$ cat config.mk
export PLATFORM = sky130hd
export DESIGN_NAME = sample_capture_ctrl
export DESIGN_NICKNAME = d
export VERILOG_FILES = /design/src/rtl/scope_pkg.sv /design/src/rtl/trigger_detect.sv /design/src/rtl/sample_capture_ctrl.sv
export SDC_FILE = /design/constraint.sdc
export NUM_CORES = 1
export LEC_CHECK = 0
export ABC_AREA = 1
export CAP_MARGIN = 30
export CELL_PAD_IN_SITES_DETAIL_PLACEMENT = 1
export CELL_PAD_IN_SITES_GLOBAL_PLACEMENT = 1
export CORE_MARGIN = 2
export CORE_UTILIZATION = 38
export CTS_CLUSTER_DIAMETER = 40
export DETAILED_ROUTE_END_ITERATION = 10
export PLACE_DENSITY = 0.83
export SYNTH_ARGS = -nofsm -noshare
export SYNTH_HDL_FRONTEND = slang
export SYNTH_SLANG_ARGS = --single-unit
$ cat constraint.sdc
create_clock -name clk -period 1.9 [get_ports clk]
set_input_delay 0.38 -clock clk [delete_from_list [all_inputs] [get_ports clk]]
set_output_delay 0.38 -clock clk [all_outputs]
set_load 0.02 [all_outputs]
$ cat src/rtl/scope_pkg.sv
// Shared types and defaults for the scope sample capture path.
package scope_pkg;

    // One stored sample per display column.
    localparam int unsigned SamplesDefault = 640;
    // Accepted samples in WAIT_TRIG before a forced trigger (TRIG_TIMEOUT_EN builds only).
    localparam int unsigned TimeoutDefault = 1048576;

    typedef enum logic [1:0] {
        StIdle     = 2'd0,
        StWaitTrig = 2'd1,
        StCapture  = 2'd2,
        StHold     = 2'd3
    } cap_state_e;

endpackage

$ cat src/rtl/trigger_detect.sv
// Edge trigger for the capture FSM: tracks the previous valid sample and fires on the
// selected edge while armed. With TRIG_TIMEOUT_EN defined, a counter of accepted samples
// forces a trigger on the next valid sample once TIMEOUT samples passed without one.
module trigger_detect
    import scope_pkg::*;
#(
    parameter int unsigned TIMEOUT = TimeoutDefault
) (
    input  logic clk,
    input  logic reset,
    input  logic sample_valid,
    input  logic sample_in,
    input  logic trig_pol,
    input  logic arm,
    output logic fire
);

    logic prev_sample_q;
    logic edge_hit;

    // Previous sample follows every valid strobe regardless of FSM state.
    always_ff @(posedge clk) begin
        if (!reset) begin
            prev_sample_q <= 1'b0;
        end else if (sample_valid) begin
            prev_sample_q <= sample_in;
        end
    end

    assign edge_hit = sample_valid && (prev_sample_q != sample_in) && (sample_in == trig_pol);

`ifdef TRIG_TIMEOUT_EN
    localparam int unsigned CntW = (TIMEOUT > 0) ? $clog2(TIMEOUT + 1) : 1;

    logic [CntW-1:0] timeout_cnt_q, timeout_cnt_d;
    logic            timed_out;

    assign timed_out = (timeout_cnt_q == CntW'(TIMEOUT));
    assign fire      = arm && sample_valid && (edge_hit || timed_out);

    // Count accepted samples while armed; saturate at TIMEOUT, clear when disarmed.
    always_comb begin
        timeout_cnt_d = timeout_cnt_q;
        if (!arm) begin
            timeout_cnt_d = '0;
        end else if (sample_valid && !fire && !timed_out) begin
            timeout_cnt_d = timeout_cnt_q + CntW'(1);
        end
    end

    // Timeout counter register.
    always_ff @(posedge clk) begin
        if (!reset) begin
            timeout_cnt_q <= '0;
        end else begin
            timeout_cnt_q <= timeout_cnt_d;
        end
    end
`else
    assign fire = arm && edge_hit;
`endif

endmodule

$ cat src/rtl/sample_capture_ctrl.sv
// Sample capture controller: waits for an edge trigger, stores a decimated trace of SAMPLES
// one-bit samples into the write bank, then swaps display banks on the next vblank rise.
// Optional forced trigger after TIMEOUT idle samples is enabled by defining TRIG_TIMEOUT_EN.
// SAMPLES must be at least 2.
module sample_capture_ctrl
    import scope_pkg::*;
#(
    parameter int unsigned SAMPLES = SamplesDefault,
    parameter int unsigned TIMEOUT = TimeoutDefault
) (
    input  logic                       clk,
    input  logic                       reset,
    input  logic                       sample_valid,
    input  logic                       sample_in,
    input  logic [7:0]                 graph_scale,
    input  logic                       trig_pol,
    input  logic                       run,
    input  logic                       vblank,
    output logic                       wr_en,
    output logic [$clog2(SAMPLES)-1:0] wr_addr,
    output logic                       wr_data,
    output logic                       wr_bank,
    output logic                       rd_bank,
    output logic                       busy,
    output logic                       frame_swap
);

    localparam int unsigned       AddrW    = $clog2(SAMPLES);
    localparam logic [AddrW-1:0] LastAddr = AddrW'(SAMPLES - 1);

    cap_state_e       state_q, state_d;
    logic [7:0]       scale_q, scale_d;
    logic [7:0]       dec_cnt_q, dec_cnt_d;
    logic [AddrW-1:0] addr_q, addr_d;
    logic             wr_en_q, wr_en_d;
    logic [AddrW-1:0] wr_addr_q, wr_addr_d;
    logic             wr_data_q, wr_data_d;
    logic             wr_bank_q, wr_bank_d;
    logic             frame_swap_q, frame_swap_d;
    logic             vblank_q;
    logic             vblank_rise;
    logic             trig_fire;
    logic [AddrW-1:0] addr_next;

    trigger_detect #(
        .TIMEOUT (TIMEOUT)
    ) u_trigger_detect (
        .clk          (clk),
        .reset        (reset),
        .sample_valid (sample_valid),
        .sample_in    (sample_in),
        .trig_pol     (trig_pol),
        .arm          ((state_q == StWaitTrig) && run),
        .fire         (trig_fire)
    );

    assign vblank_rise = vblank && !vblank_q;
    assign addr_next   = addr_q + AddrW'(1);

    // Next-state, decimation and write-port logic.
    always_comb begin
        state_d      = state_q;
        scale_d      = scale_q;
        dec_cnt_d    = dec_cnt_q;
        addr_d       = addr_q;
        wr_en_d      = 1'b0;
        wr_addr_d    = wr_addr_q;
        wr_data_d    = wr_data_q;
        wr_bank_d    = wr_bank_q;
        frame_swap_d = 1'b0;
        unique case (state_q)
            StIdle: begin
                if (run) begin
                    state_d = StWaitTrig;
                    scale_d = graph_scale;
                end
            end
            StWaitTrig: begin
                if (!run) begin
                    state_d = StIdle;
                end else if (trig_fire) begin
                    wr_en_d   = 1'b1;
                    wr_addr_d = '0;
                    wr_data_d = sample_in;
                    dec_cnt_d = '0;
                    addr_d    = '0;
                    state_d   = StCapture;
                end
            end
            StCapture: begin
                if (!run) begin
                    state_d = StIdle;
                end else if (sample_valid) begin
                    if (dec_cnt_q == scale_q) begin
                        dec_cnt_d = '0;
                        addr_d    = addr_next;
                        wr_en_d   = 1'b1;
                        wr_addr_d = addr_next;
                        wr_data_d = sample_in;
                        if (addr_next == LastAddr) begin
                            state_d = StHold;
                        end
                    end else begin
                        dec_cnt_d = dec_cnt_q + 8'd1;
                    end
                end
            end
            StHold: begin
                // A rise coinciding with the final write is dropped; wait for the next one.
                if (vblank_rise && !wr_en_q) begin
                    wr_bank_d    = !wr_bank_q;
                    frame_swap_d = 1'b1;
                    state_d      = run ? StWaitTrig : StIdle;
                end
            end
            default: state_d = StIdle;
        endcase
    end

    // State and output registers with synchronous active-low reset.
    always_ff @(posedge clk) begin
        if (!reset) begin
            state_q      <= StIdle;
            scale_q      <= '0;
            dec_cnt_q    <= '0;
            addr_q       <= '0;
            wr_en_q      <= 1'b0;
            wr_addr_q    <= '0;
            wr_data_q    <= 1'b0;
            wr_bank_q    <= 1'b0;
            frame_swap_q <= 1'b0;
            vblank_q     <= 1'b0;
        end else begin
            state_q      <= state_d;
            scale_q      <= scale_d;
            dec_cnt_q    <= dec_cnt_d;
            addr_q       <= addr_d;
            wr_en_q      <= wr_en_d;
            wr_addr_q    <= wr_addr_d;
            wr_data_q    <= wr_data_d;
            wr_bank_q    <= wr_bank_d;
            frame_swap_q <= frame_swap_d;
            vblank_q     <= vblank;
        end
    end

    assign wr_en      = wr_en_q;
    assign wr_addr    = wr_addr_q;
    assign wr_data    = wr_data_q;
    assign wr_bank    = wr_bank_q;
    assign rd_bank    = !wr_bank_q;
    assign frame_swap = frame_swap_q;
    assign busy       = (state_q == StWaitTrig) || (state_q == StCapture);

endmodule

## Word level (Yosys, flattened, before mapping)

Cells that the tools add are included.

| word-level totals | value |
|---|---|
| logic and storage cells | 83 |
| bits in registers | 34 |
| output and inout bits | 16 |
| input port bits | 15 |

| cells by class | value |
|---|---|
| mux-type cells | 35 |
| reductions and logical operators | 18 |
| $add $sub $neg | 2 |
| eq/ne operators | 18 |

Operator list:

| kind | count |
|---|---|
| two-way mux 10 bit | 5 |
| two-way mux 8 bit | 5 |
| one-hot mux 10 bit (2 select lines) | 1 |
| two-way mux 2 bit | 8 |
| one-hot mux 8 bit (2 select lines) | 1 |
| != test 2 bit (second input constant) | 7 |
| two-way mux 1 bit | 12 |
| != test 3 bit (second input constant) | 4 |
| AND reduction 6 bit | 2 |
| adder 10 x 1 -> 10 bit (second input constant) | 1 |
| == test 10 bit (second input constant) | 1 |
| adder 8 x 1 -> 8 bit (second input constant) | 1 |
| == test 8 bit | 1 |
| one-hot mux 2 bit (4 select lines) | 1 |
| logical AND 1 bit | 6 |
| AND reduction 2 bit | 3 |
| AND reduction 5 bit | 1 |
| == test 2 bit (second input constant) | 2 |
| one-hot mux 1 bit (2 select lines) | 2 |
| logical NOT 1 bit | 3 |
| == test 2 x 1 -> 1 bit (second input constant) | 1 |
| logical NOT 2 bit | 1 |
| nonzero test 2 bit | 1 |
| == test 1 bit | 1 |
| 2 further kinds | 2 |

## Logic depth before layout (Yosys ltp)

Gate-level depths: netlist (run 1).

| logic depth | value |
|---|---|
| depth after elaboration | 7 |
| depth in mapped cells | 14 |
| mapped depth without buffers | 14 |

## Modules after synthesis

Synthesis (run 1) repeated with hierarchy kept, for this count alone.

| second synthesis, totals | value |
|---|---|
| cell total of the unflattened synthesis | 278 |
| area, all modules | 1889.3 um^2 |

By module, submodules not included:

| module | times used | sequential area each (um^2) | area each (um^2) | cells each |
|---|---|---|---|---|
| sample_capture_ctrl | 1 | 660.6 | 1821.7 | 265 |
| trigger_detect | 1 | 20.0 | 67.6 | 13 |

## Worst setup path after synthesis (run 1)

No wires, ideal clock.

| path | value |
|---|---|
| kind | register -> register |
| start point | register wr_addr[0] (netlist name) |
| end point | register state_q[1] |
| period minus slack after synthesis | 1.755 ns |
| setup time | 0.115 ns |
| path buffers | 0 |
| arrival | 1.640 ns |
| path slack | 0.145 ns |
| data required time | 1.785 ns |
| cell stages (with the launch flop) | 15 |
| cell sequence | dfxtp_1 > ha_1 > nand2_1 > nor2_2 > nand2_1 > nand2_1 > nand2_1 > inv_1 > nand2_1 > nor2_1 > nand3_1 > nand2_1 > nand3_1 > nand2_1 > nor2_1 |

RTL lines:

| item | RTL line | text |
|---|---|---|
| to (signal assigned) | sample_capture_ctrl.sv:123 | `state_q <= StIdle;` |
| to (signal assigned) | sample_capture_ctrl.sv:134 | `state_q <= state_d;` |
| to (decl) | sample_capture_ctrl.sv:31 | `cap_state_e state_q, state_d;` |

## Final worst setup path (run 1)

| path | value |
|---|---|
| start point | register dec_cnt_q[7] |
| end point | register wr_addr_q[6], in the netlist wr_addr[6] |

| on the way | value |
|---|---|
| longest elaborated chain between the ends | 3 |

RTL lines:

| item | RTL line | text |
|---|---|---|
| from (decl) | sample_capture_ctrl.sv:33 | `logic [7:0] dec_cnt_q, dec_cnt_d;` |
| from (signal assigned) | sample_capture_ctrl.sv:136 | `dec_cnt_q <= dec_cnt_d;` |
| == test 8 bit | sample_capture_ctrl.sv:94 | `if (dec_cnt_q == scale_q) begin` |
| != test 2 bit (no line) | n/a |  |
| AND reduction 6 bit (no line) | n/a |  |
| to (signal assigned) | sample_capture_ctrl.sv:139 | `wr_addr_q <= wr_addr_d;` |
| to (decl) | sample_capture_ctrl.sv:36 | `logic [AddrW-1:0] wr_addr_q, wr_addr_d;` |

Every way passes these cells.
A chain may end at the register's enable or synchronous reset.

==> results of run 1 <==
==> layout by cell type, fill, tap and decap left out <==
cell / n
dlygate4sd2_1: 1
xor2_1: 2
or2_0: 3
nand3_2: 1
a21oi_1: 19
nand2_1: 79
clkbuf_8: 6
buf_4: 27
dfxtp_2: 6
o21bai_1: 1
nand3_4: 1
or2_4: 1
nor2_4: 2
o21ai_2: 1
and2_4: 1
clkdlybuf4s50_1: 27
xnor2_1: 6
inv_1: 42
nand2_4: 1
or2_2: 3
nand4_1: 13
nand3_1: 15
a211oi_2: 1
nor2_1: 41
o21ai_0: 17
bufinv_16: 1
o21ai_4: 1
nor2_2: 2
ha_2: 1
dlymetal6s2s_1: 2
dfxtp_1: 28
o31ai_4: 1
inv_2: 3
o21ai_1: 1
a21oi_4: 1
nand2_2: 5
ha_1: 6
nor3_1: 1
ha_4: 1
==> metrics by stage <==
stage | util (%) | total power [µW]
6_report | 53.92 | 3163
5_1_grt | 53.92 | 3363
4_1_cts | 51.62 | 3021
3_5_place_dp | 49.23 | 2295
3_3_place_gp | 49.23 | 2241
2_1_floorplan | - | 1786
==> flip-flops by register name, summed over array words and instances, names as in the netlist <==
name                            count
u_trigger_detect.prev_sample_q      1
frame_swap                          1
wr_bank                             1
state_q                             2
wr_en                               1
wr_addr                            10
dec_cnt_q                           8
wr_data                             1
vblank_q                            1
scale_q                             8
==> logic make-up (layout without fill, tap and decap cells) <==
| kind of cell | after synthesis | in the layout | share of synthesized area [%] |
|---|---|---|---|
| adder cells (fa/ha/maj) | 8 | 8 | 4.852 |
| flip-flops | 34 | 34 | 32.99 |
| AND/OR/NAND/NOR | 169 | 169 | 36.08 |
| buffers and inverters | 55 | 109 | 10.85 |
| XOR/XNOR | 8 | 8 | 3.396 |
| AO/OA/AOI/OAI | 43 | 43 | 11.83 |
==> worst reg2reg max path: cells and delay by family (launching register included) <==
family                    cells  cell delay, ns
AOI/OAI and AO/OA             1            0.13
xor gates and xnor gates      1            0.17
buffers and inverters         1            0.18
DFF                           1            0.42
and+or+nand+nor               8            0.88
==> routing by layer <==
metal	global-route usage [%]	part of all wire, %	vias up
met2	39.91	52	44
met4	5.714	2.2	0
met5	0	0	-
li1	-	-	1103
met3	3.023	3.0	12
met1	26.02	43	1106
==> timing repair <==
item                       in CTS  in global routing
buffers inserted                0                  7
cloned                          0                  0
pin swaps                       0                  8
setup endpoints to repair       4                 22
resized for setup               4                 28
==> power by group through the flow <==
stage,sequential (µW),clock (µW),combinational [µW]
after floorplan,1040,0,748
after global placement,949,0,1290
after detailed placement,956,0,1340
after CTS,941,712,1370
after global routing,983,741,1640
final,965,710,1490
==> cell usage after synthesis <==
cell / instances
a211oi_1: 1
a21oi_1: 19
a21oi_2: 1
and2_4: 1
buf_2: 2
buf_4: 2
buf_6: 1
clkbuf_1: 5
dfxtp_1: 34
ha_1: 8
inv_1: 45
nand2_1: 84
nand2_2: 1
nand3_1: 15
nand3_2: 1
nand3_4: 1
nand4_1: 13
nor2_1: 43
nor2_2: 1
nor2_4: 1
nor3_1: 1
o21ai_0: 19
o21ai_2: 1
o21bai_1: 1
o31ai_4: 1
or2_0: 3
or2_2: 3
or2_4: 1
xnor2_1: 6
xor2_1: 2
==> cell type report <==
type                            instances  area [µm²]  area share, %
Clock buffer                            6       82.58          2.961
Clock inverter                          1       30.03          1.077
Inverter                               45       168.9          6.057
Multi-Input combinational cell        228        1225          43.92
Sequential cell                        34       688.2          24.67
Tap cell                               70       87.58          3.140
Timing Repair Buffer                   57       506.7          18.17
==> worst max-delay path by stage <==
stage                                   end  slack [ns]  depth (start not counted)
CTS                 state_q[1]$_SDFFE_PN0P_       0.002                         14
global placement    wr_addr[0]$_SDFFE_PN0P_       -0.12                          9
finish              wr_addr[6]$_SDFFE_PN0P_        0.05                         11
detailed placement  wr_addr[6]$_SDFFE_PN0P_       -0.19                         11
floorplan           state_q[1]$_SDFFE_PN0P_        0.15                         14
global route        state_q[0]$_SDFFE_PN0P_       -0.12                         11
==> results.yml, run 1 <==
hold_path:
  min_path_type: "in -> reg"
  worstHoldEndpoint: "u_trigger_detect.prev_sample_q$_SDFFE_PN0P_"
  worstHoldStart: "sample_in"
  min_delay_path_depth: 3
cts:
  cts_tree: "yes"
  postCtsHoldBufs: 0
  cts_root_buf: "clkbuf_8"
  cts.path.max_buffers: 2
  cts.reportedPaths.clkPinSlew_ns: 0.07
  cts_sinks: 34
  htreeDepth: 2
  cts_buffers: 5
  clk_latency_ns: 0.29
place:
  placed_cells: 427
  dp_hpwl_um: 4543
  place.gp.congestion: 0.7423
  place_area_um2: 2546
  post-place-ws_ns: -0.1878
  port_buffers: 30
setup_path:
  crit_arrival_ns: 2.07
  cp-end-kind: "register"
  rr_worst_depth: 11
  worstReg2RegEnd: "wr_addr[6]$_SDFFE_PN0P_"
  critPathSlowestCell: "dfxtp_1"
  r2r_start: "dec_cnt_q[7]$_SDFFE_PN0P_"
  startpoint: "dec_cnt_q[7]$_SDFFE_PN0P_"
  critical_path.max_stage_delay_ns: 0.42
  critPathKind: "reg -> reg"
  cp.required_ns: 2.12
  crit_chain: "xnor2_1 -> nand2_1 -> nor2_1 -> and2_4 -> nand2_1 -> o21ai_4 -> nand3_2 -> buf_4 -> nand2_1 -> nand2_1 -> nor2_1"
  path_max_fanout: 5
  startpoint_type: "register"
  critPathBufInv: 1
  cpMostUsedCell: "nand2_1"
  cpLargestDelayFamily: "simple AND/OR/NAND/NOR gates"
  regToRegSetupSlack_ns: 0.05
floorplan:
  pin_count: 31
  initial_core_util_pct: 39.89
  fp.dieH_um: 77.69
  die-area_um2: 6035
  fp.coreArea_um2: 5172
  die_x_um: 77.69
  std_cell_rows: 26
detailed_routing:
  dr.pass1.iters: 4
  route.detailed.drc: 0
  vias: 2265
  drtIter0Drc: 94
  avgRoutedWirePerCell_um: 15.73
  final_antenna_net_count: 0
  via_per_inst: 5.136
  wl_um: 6935
power:
  leakage_uw: 0.001231
  p_switching_uw: 1276
  internal_power_uw: 1887
  p_per_area_nw_per_um2: 1134
  irDropWorstVdd_mv: 0.5160
  p_comb_share_pct: 47.1
  pwr-share-clk_pct: 22.4
  swShare_pct: 40.34
  p_seq_share_pct: 30.5
synth:
  ys_seq_area_share_pct: 32.99
  synth_area_leaders: "dfxtp_1 33%, nand2_1 15%, inv_1 8.2%"
  synth_top_area_share_pct: 32.99
  syn_area_um2: 2063
  synth_area_leader_cell: "dfxtp_1"
  synth.distinct_cells: 30
  synth_cells: 317
  synth_warnings: 0
  ys_ff_latch: 34
  synth_fp_nets: 340
  post_synth.cell_area_avg_um2: 6.509
cells_and_area:
  nFillCells: 681
  layout.nets: 394
  diodes: 0
  area_growth_pct: 35.17
  stdcell_area_um2: 2789
  instances_no_fill: 441
  drive_gt1_share_pct: 18.06
timing:
  fin_skew_ns: 0.009110
  slew_viol_final: 0
  fmax_mhz: 541.9
  finalSetupViolCount: 0
  fin_crit_sh_pct: 97.13
  whs_ns: 0.4040
  tns_ns: 0
  layout_setup_ws_ns: 0.05447
  final_hold_viol_count: 0
  finalCriticalPeriod_ns: 1.846
  worst_slew_pin_slew_ns: 0.4943
  max-slew-margin-rel_pct: 67.01
flow_run:
  max-cap-violations: 0
global_route:
  grt_antenna_before_repair: 0
  gr-total-overflow: 0
  grt_max_degree: 14
  grtUsageTotal_pct: 21.64
  grt_pass1_vias: 2273
  grt_pass1_wl_um: 10470
status:
  status: "complete, no violations"
(Power assumes the default switching activity.)
==> run 2: changes to the inputs <==
CAP_MARGIN = 20   (was 30)
CORE_MARGIN = unset   (was 2)
CTS_CLUSTER_SIZE = 28   (was unset)
==> run 2 against run 1 <==
Net effect:
- sequential share of layout area grew 0.33 points
- die area down 5.1%
- final cell count shrank 1.4%
- critical path depth is the same
- routed wire length is 13% lower
- register-to-register slack hardly changed
- critical endpoint is now state_q[1]$_SDFFE_PN0P_
- largest power group unchanged
==> results.yml, run 2 (synthesized netlist as in run 1, its figures left out) <==
status:
  status: "complete, no violations"
timing:
  max-slew-margin-rel_pct: 66.68
  whs_ns: 0.4506
  fin_crit_sh_pct: 96.51
  worst_slew_pin_slew_ns: 0.4993
  fmax_mhz: 545.3
  finalCriticalPeriod_ns: 1.834
  fin_skew_ns: 0.007366
  finalSetupViolCount: 0
  final_hold_viol_count: 0
  slew_viol_final: 0
cells_and_area:
  diodes: 0
  layout_common_cells: "81 x nand2_1, 43 x inv_1, 42 x nor2_1"
  stdcell_area_um2: 2743
  nFillCells: 663
  drive_gt1_share_pct: 14.25
  layout.nets: 387
  instances_no_fill: 435
  area_growth_pct: 32.93
  largest_reg_flops: 10
  final_common_cell: "nand2_1"
power:
  p_per_area_nw_per_um2: 1136
  irDropWorstVdd_mv: 0.4664
  leakage_uw: 0.001209
setup_path:
  regToRegSetupSlack_ns: 0.07
  critPathSlowestCell: "dfxtp_4"
  r2r_start: "state_q[0]$_SDFFE_PN0P_"
  startpoint_type: "register"
  critPathKind: "reg -> reg"
  crit_arrival_ns: 2.02
  startpoint: "state_q[0]$_SDFFE_PN0P_"
  cp.required_ns: 2.09
  crit_chain: "inv_1 -> ha_1 -> inv_2 -> nor2_1 -> inv_1 -> a21oi_1 -> a211oi_1 -> buf_4 -> nand3_1 -> nand2_1 -> nor2_1"
  cp-end-kind: "register"
  critical_path.max_stage_delay_ns: 0.38
  path_max_fanout: 6
  rr_worst_depth: 11
global_route:
  grt_max_degree: 16
  gr-total-overflow: 0
  grt_pass1_vias: 2119
  grt_antenna_before_repair: 0
  grtUsageTotal_pct: 22.80
  grt_pass1_wl_um: 9708
floorplan:
  die-area_um2: 5728
  fp.coreArea_um2: 5172
  initial_core_util_pct: 39.89
  fp.dieH_um: 75.69
  pin_count: 31
  std_cell_rows: 26
  die_x_um: 75.69
flow_run:
  max-cap-violations: 0
detailed_routing:
  via_per_inst: 4.908
  dr.pass1.iters: 4
  avgRoutedWirePerCell_um: 13.83
  drtIter0Drc: 101
  final_antenna_net_count: 0
  route.detailed.drc: 0
  vias: 2135
  wl_um: 6016
cts:
  postCtsHoldBufs: 0
  cts_sinks: 34
  cts_root_buf: "clkbuf_8"
  cts_buffers: 5
  cts.path.max_buffers: 2
  cts.reportedPaths.clkPinSlew_ns: 0.08
  clk_latency_ns: 0.30
  cts_tree: "yes"
  htreeDepth: 2
place:
  place_area_um2: 2531
  dp_hpwl_um: 4352
  port_buffers: 30
  placed_cells: 425
  place.gp.congestion: 0.8077
hold_path:
  worstHoldStart: "sample_in"
  min_delay_path_depth: 3
  min_path_type: "in -> reg"
run 2: through the flow:
| stage | worst slack [ns] | util (%) | TNS (ns) | power (µW) |
|---|---|---|---|---|
| 3_5_place_dp | -0.2576 | 48.94 | -4.053 | 2247 |
| 2_1_floorplan | 0.1452 | - | 0 | 1786 |
| 5_1_grt | -0.08467 | 53.02 | -0.1708 | 3326 |
| 4_1_cts | 0.04323 | 51.72 | 0 | 3088 |
| 6_report | 0.06629 | 53.02 | 0 | 3115 |
| 3_3_place_gp | -0.1518 | 48.94 | -2.144 | 2197 |
run 2: worst max-delay path, delay by kind of cell, from the launching register on:
family,cells,cell delay [ns]
and+or+nand+nor,4,0.24
AOI/OAI and AO/OA,2,0.36
adders and majority gates,1,0.23
DFF,1,0.38
buffers and inverters,4,0.50
run 2: worst paths after layout:
| kind | to |
|---|---|
| setup / recovery | state_q[1]$_SDFFE_PN0P_ |
| hold / removal | u_trigger_detect.prev_sample_q$_SDFFE_PN0P_ |
| setup reg to reg | state_q[1]$_SDFFE_PN0P_ |
| hold reg to reg | scale_q[1]$_SDFFE_PN0P_ |
run 2: report_power, final:
part | switching [µW] | internal (µW)
sequential | 112 | 840
combinational | 793 | 549
clock | 294 | 526
total | 1200 | 1920
run 2: layout make-up:
cell class	instances	area (µm²)	area share [%]
clock buffer	5	68.82	2.509
sequential	34	685.7	25.00
tap	70	87.58	3.193
inverter	45	168.9	6.159
clock inverter	3	68.82	2.509
timing repair buffer	50	457.9	16.70
multi-input combinational	228	1205	43.93
run 2: repair_timing:
action | in CTS | in global routing
buffers inserted | 0 | 2
endpoints found under the setup margin | 3 | 20
pin swaps | 0 | 4
gates resized for setup | 3 | 20
run 2: per-layer routing:
metal	global-route usage (%)	wire (µm)	up-vias
li1	-	-	1084
met1	27.14	2635	1003
met2	40.87	3055	41
met3	4.894	245	7
met4	7.202	80	0
met5	0	0	-
